$ cat src/rtl/ALU_REGFILE_defs.sv
// Shared definitions for the ALU / register-file datapath and its writeback sequencer.
package ALU_REGFILE_defs;

    localparam int REGFILE_ADDR_WIDTH = 3;
    localparam int REGFILE_WIDTH      = 16;
    localparam int ALU_INPUT_WIDTH    = 8;
    localparam int ALU_OUTPUT_WIDTH   = 8;

    typedef enum logic [2:0] {
        ALU_ADD,
        ALU_SUB,
        ALU_AND,
        ALU_OR,
        ALU_XOR,
        ALU_NOT,
        ALU_SHL,
        ALU_SHR
    } aluop_t;

    typedef enum logic [1:0] {
        IDLE,
        READ,
        EXEC,
        WRITE
    } seq_state_t;

endpackage

$ cat src/rtl/alu_wb_sequencer.sv
// Issue/writeback controller: takes one reg-to-reg op per handshake, steers the register
// file reads and ALU controls, captures ALU_Out and writes the extended result back.
module alu_wb_sequencer
    import ALU_REGFILE_defs::*;
#(
    parameter int RD_LAT   = 1,
    parameter bit SIGN_EXT = 1'b0,
    parameter int CNT_W    = 16
) (
    input  logic                          Clock,
    input  logic                          Reset_N,
    input  logic                          Instr_Valid,
    output logic                          Instr_Ready,
    input  aluop_t                        Instr_Opcode,
    input  logic                          Instr_Carry,
    input  logic [REGFILE_ADDR_WIDTH-1:0] Instr_Src1,
    input  logic [REGFILE_ADDR_WIDTH-1:0] Instr_Src2,
    input  logic [REGFILE_ADDR_WIDTH-1:0] Instr_Dst,
    output logic [REGFILE_ADDR_WIDTH-1:0] Read_Addr_1,
    output logic [REGFILE_ADDR_WIDTH-1:0] Read_Addr_2,
    output aluop_t                        Opcode,
    output logic                          Carry_In,
    input  logic [ALU_OUTPUT_WIDTH-1:0]   ALU_Out,
    output logic [REGFILE_ADDR_WIDTH-1:0] Write_Addr,
    output logic                          Write_enable,
    output logic [REGFILE_WIDTH-1:0]      Write_data,
    output logic                          Done,
    output logic [CNT_W-1:0]              Retired_Count
);

    seq_state_t                    state;
    logic [2:0]                    wait_cnt;
    logic [REGFILE_ADDR_WIDTH-1:0] dst_p0;

    // A size cast of a signed value sign-extends, of an unsigned value zero-extends,
    // and truncates to the LSBs when the ALU result is at least as wide as a register.
    function automatic logic [REGFILE_WIDTH-1:0] extend_result(
        input logic [ALU_OUTPUT_WIDTH-1:0] raw
    );
        logic signed [ALU_OUTPUT_WIDTH-1:0] raw_s;
        raw_s = $signed(raw);
        if (SIGN_EXT)
            return REGFILE_WIDTH'(raw_s);
        return REGFILE_WIDTH'(raw);
    endfunction

    always_ff @(posedge Clock or negedge Reset_N) begin
        if (!Reset_N) begin
            state         <= IDLE;
            wait_cnt      <= '0;
            dst_p0        <= '0;
            Instr_Ready   <= 1'b1;
            Read_Addr_1   <= '0;
            Read_Addr_2   <= '0;
            Opcode        <= ALU_ADD;
            Carry_In      <= 1'b0;
            Write_Addr    <= '0;
            Write_enable  <= 1'b0;
            Write_data    <= '0;
            Done          <= 1'b0;
            Retired_Count <= '0;
        end else begin
            Write_enable <= 1'b0;
            Done         <= 1'b0;
            case (state)
                IDLE: begin
                    if (Instr_Valid && Instr_Ready) begin
                        Read_Addr_1 <= Instr_Src1;
                        Read_Addr_2 <= Instr_Src2;
                        Opcode      <= Instr_Opcode;
                        Carry_In    <= Instr_Carry;
                        dst_p0      <= Instr_Dst;
                        wait_cnt    <= 3'(RD_LAT);
                        Instr_Ready <= 1'b0;
                        state       <= READ;
                    end
                end
                READ: begin
                    wait_cnt <= wait_cnt - 3'd1;
                    if (wait_cnt == 3'd1)
                        state <= EXEC;
                end
                // EXEC -> WRITE edge: ALU_Out is captured and the writeback pulse launched.
                EXEC: begin
                    Write_data    <= extend_result(ALU_Out);
                    Write_Addr    <= dst_p0;
                    Write_enable  <= 1'b1;
                    Done          <= 1'b1;
                    Retired_Count <= Retired_Count + CNT_W'(1);
                    state         <= WRITE;
                end
                WRITE: begin
                    Instr_Ready <= 1'b1;
                    state       <= IDLE;
                end
                default: begin
                    Instr_Ready <= 1'b1;
                    state       <= IDLE;
                end
            endcase
        end
    end

endmodule
$ cat config.mk
export PLATFORM = sky130hd
export DESIGN_NAME = alu_wb_sequencer
export DESIGN_NICKNAME = d
export VERILOG_FILES = /design/src/rtl/ALU_REGFILE_defs.sv /design/src/rtl/alu_wb_sequencer.sv
export SDC_FILE = /design/constraint.sdc
export NUM_CORES = 1
export LEC_CHECK = 0
export CELL_PAD_IN_SITES_DETAIL_PLACEMENT = 1
export CELL_PAD_IN_SITES_GLOBAL_PLACEMENT = 1
export CORE_ASPECT_RATIO = 1.2
export CORE_MARGIN = 5
export CORE_UTILIZATION = 38
export DETAILED_ROUTE_END_ITERATION = 10
export PLACE_DENSITY_LB_ADDON = 0.05
export SETUP_SLACK_MARGIN = 0.2
export SKIP_CTS_REPAIR_TIMING = 1
export SYNTH_ARGS = -nofsm -noshare
export SYNTH_HDL_FRONTEND = slang
export SYNTH_SLANG_ARGS = --single-unit
$ cat constraint.sdc
create_clock -name Clock -period 5.1 [get_ports Clock]
set_clock_uncertainty 0.05 [all_clocks]
set_input_delay 1.02 -clock Clock [delete_from_list [all_inputs] [get_ports Clock]]
set_output_delay 1.02 -clock Clock [all_outputs]
set_load 0.05 [all_outputs]
==> summary.md <==
| Metric | Value |
|---|---|
| Clk Latency, worst-skew pair | 0.29 ns |
| Placement Setup Slack | 2.617 ns |
| DRT Pass-1 Iters | 4 |
| Max Slew Vio Count | 0 |
| WP data required | 4.03 ns |
| Final hold vios | 0 |
| Core Util, Final | 0.5190 |
| Core Region | 5593 µm² |
| Type of the worst setup path | flop to primary output |
| Leakage power | 1.294 nW |
| Total CTS buffers | 5 |
| Antenna Violating Nets Remaining | 0 |
| Die Area | 7308 µm² |
| Critical Path, Cell by Cell | clkdlybuf4s50_1 |
| Library cells used by synthesis | 34 |
| Cell Pwr Density | 655.7 nW/µm² |
| Global-route usage over all layers | 0.1328 |
| Setup ws final | 2.346 ns |
| RSZ-0062 raised after global routing | no |
| DP Wirelength | 3485 µm |
| Crit end category | primary output |
| Worst path bufs/invs | 1 |
| Ports | 72 |
| Yosys warns | 0 |
| Total power | 1.903 mW |
| Die Y | 92.65 µm |
| PortBufs | 63 |
| Max_cap viols | 0 |
| Initial Util | 0.3868 |
| Crit-path max cell delay | 0.81 ns |
| Top post-synthesis cells by area | dfrtp_1 (53%), mux2_2 (14%), ha_1 (4.6%) |
| Yosys reg bits | 47 |
| Avg Vias per Cell | 4.816 |
| Worst EP arrival | 1.68 ns |
| Final period utilization | 0.5399 |
| Routed WL | 4462 µm |
| CTS tree | yes |
| Num rows | 30 |
| Setup TNS Final | 0 ns |
| Post-layout min period | 2.754 ns |
| Slew @ Worst Pin | 1.012 ns |
| N_diodes | 0 |
| Initial antenna violation count | 0 |
| Layout cell share with drive strength beyond 1 | 0.2000 |
| Commonest cells after routing, fill and taps aside | clkdlybuf4s50_1 (62), dfrtp_1 (46), mux2_2 (26) |
| Gpl congestion | 0.7165 |
| Routed via count | 1,416 |
| Die X | 78.88 µm |
| Average cell area after synthesis | 13.11 µm² |
| Clock slew at reported path FFs | 0.08 ns |
| Nets | 261 |
| Hold Crit Class | flop to flop |
| Clock Sinks | 47 |
| Iteration-0 DRC Markers | 35 |
| Final setup violation count | 0 |
| Slew headroom | 0.3253 |
| Fmax | 0.3632 GHz |
| Mapped Area | 2163 µm² |
| Post-synth top area cell | dfrtp_1 |
| Per-cell routed wire length | 15.18 µm |
| Area share of the largest cell type after synthesis | 0.5321 |
| Max Buffers Root-to-Sink | 2 |
| Total congestion overflow | 0 |
| Post-route DRC violation count | 0 |
| Commonest non-fill, non-tap cell in the layout | clkdlybuf4s50_1 |
| First-pass GRT wire length | 7728 µm |
| Max FO, Critical Path | 6 |
| Area growth, synth to finish | 34.18% |
| Worst vdd ir | 0.0003236 V |
| Syn Inst Count | 165 |
| Delay-heaviest family, CP | buffers and inverters |
| Startpoint types | flop |
| Largest net degree at the start of global routing | 48 |
| Clk root buf | clkbuf_8 |
| Worst-path cell with the longest stage delay | clkdlybuf4s50_1 |
| # H-tree levels | 2 |
| Vias in the first global route | 1,642 |
| Outcome | complete, no violations |
| Sequential share of the synthesized area | 0.5442 |
[report_power, final]
| part | switching, mW | total [mW] | internal [mW] |
|---|---|---|---|
| clock network | 0.115 | 0.239 | 0.124 |
| logic | 0.649 | 1.05 | 0.396 |
| registers | 0.0979 | 0.619 | 0.521 |
| total | 0.862 | 1.90 | 1.04 |
[logic make-up after synthesis]
group,count (synthesis),synth area share
other cells,1,0.001733
buf+inv,21,0.05841
fa+ha+maj,8,0.04627
compound gates,13,0.03586
mux,27,0.1400
flops,47,0.5442
simple gates,33,0.1128
xor+xnor,15,0.06073
[synthesized netlist by cell type, drive strengths merged]
library cell and count:
dfrtp 46, mux2 26, buf 13, ha 8, xnor2 8, inv 7
xor2 7, nand3 6, o21ai 6, and3 5, nand4 5, nor2 5
nand2 4, a21oi 2, a31oi 2, nand2b 2, nor2b 2, nor3 2
a22oi 1, a31o 1, a32oi 1, and2 1, clkbuf 1, conb 1
dfstp 1, mux2i 1, nor3b 1
[registers in the layout, indices dropped and copies added, names as in the netlist, 2 cells and up]
register and count:
Read_Addr_2 3, dst_p0 3, Retired_Count 16, Opcode 3
Write_Addr 3, Write_data 8, state 2, wait_cnt 3
Read_Addr_1 3
[per-layer routing]
metal	GRT usage	vias to the layer above	routed length, µm
met3	0.04475	6	258
met2	0.2373	34	2405
met4	0.04728	0	70
met5	0	-	0
li1	-	669	-
met1	0.1453	707	1728
[metrics by stage]
stage / hold slack, ns / instances / instance area [µm²]
floorplan: 0.4236 / 172 / 2190
global placement: 0.4066 / 286 / 2803
detailed placement: 0.4197 / 286 / 2803
CTS: 0.4315 / 294 / 2903
global route: 0.4650 / 294 / 2903
finish: 0.4285 / 294 / 2903
[area by class of cell]
cell class	count	area, µm²
Inverter	7	26.28
Clock buffer	8	100.1
Tap cell	64	80.08
Multi-Input combinational cell	104	885.9
Timing Repair Buffer	64	633.1
Sequential cell	47	1177
Fill cell	601	2690
[path summary, 6_finish.rpt]
path | cells after the start | start | endpoint | slack (ns)
setup / recovery | 1 | Instr_Ready | Instr_Ready | 2.35
hold / removal | 1 | Retired_Count[15] | Retired_Count[15] | 0.43
setup reg to reg | 4 | state[1] | Opcode[0] | 3.30
hold reg to reg | 1 | Retired_Count[15] | Retired_Count[15] | 0.43
max in group asynchronous | 1 | Reset_N | Write_data[3] | 3.53
min in group asynchronous | 1 | Reset_N | Retired_Count[7] | 0.85
Note: power is estimated with default switching activity, not from simulation.
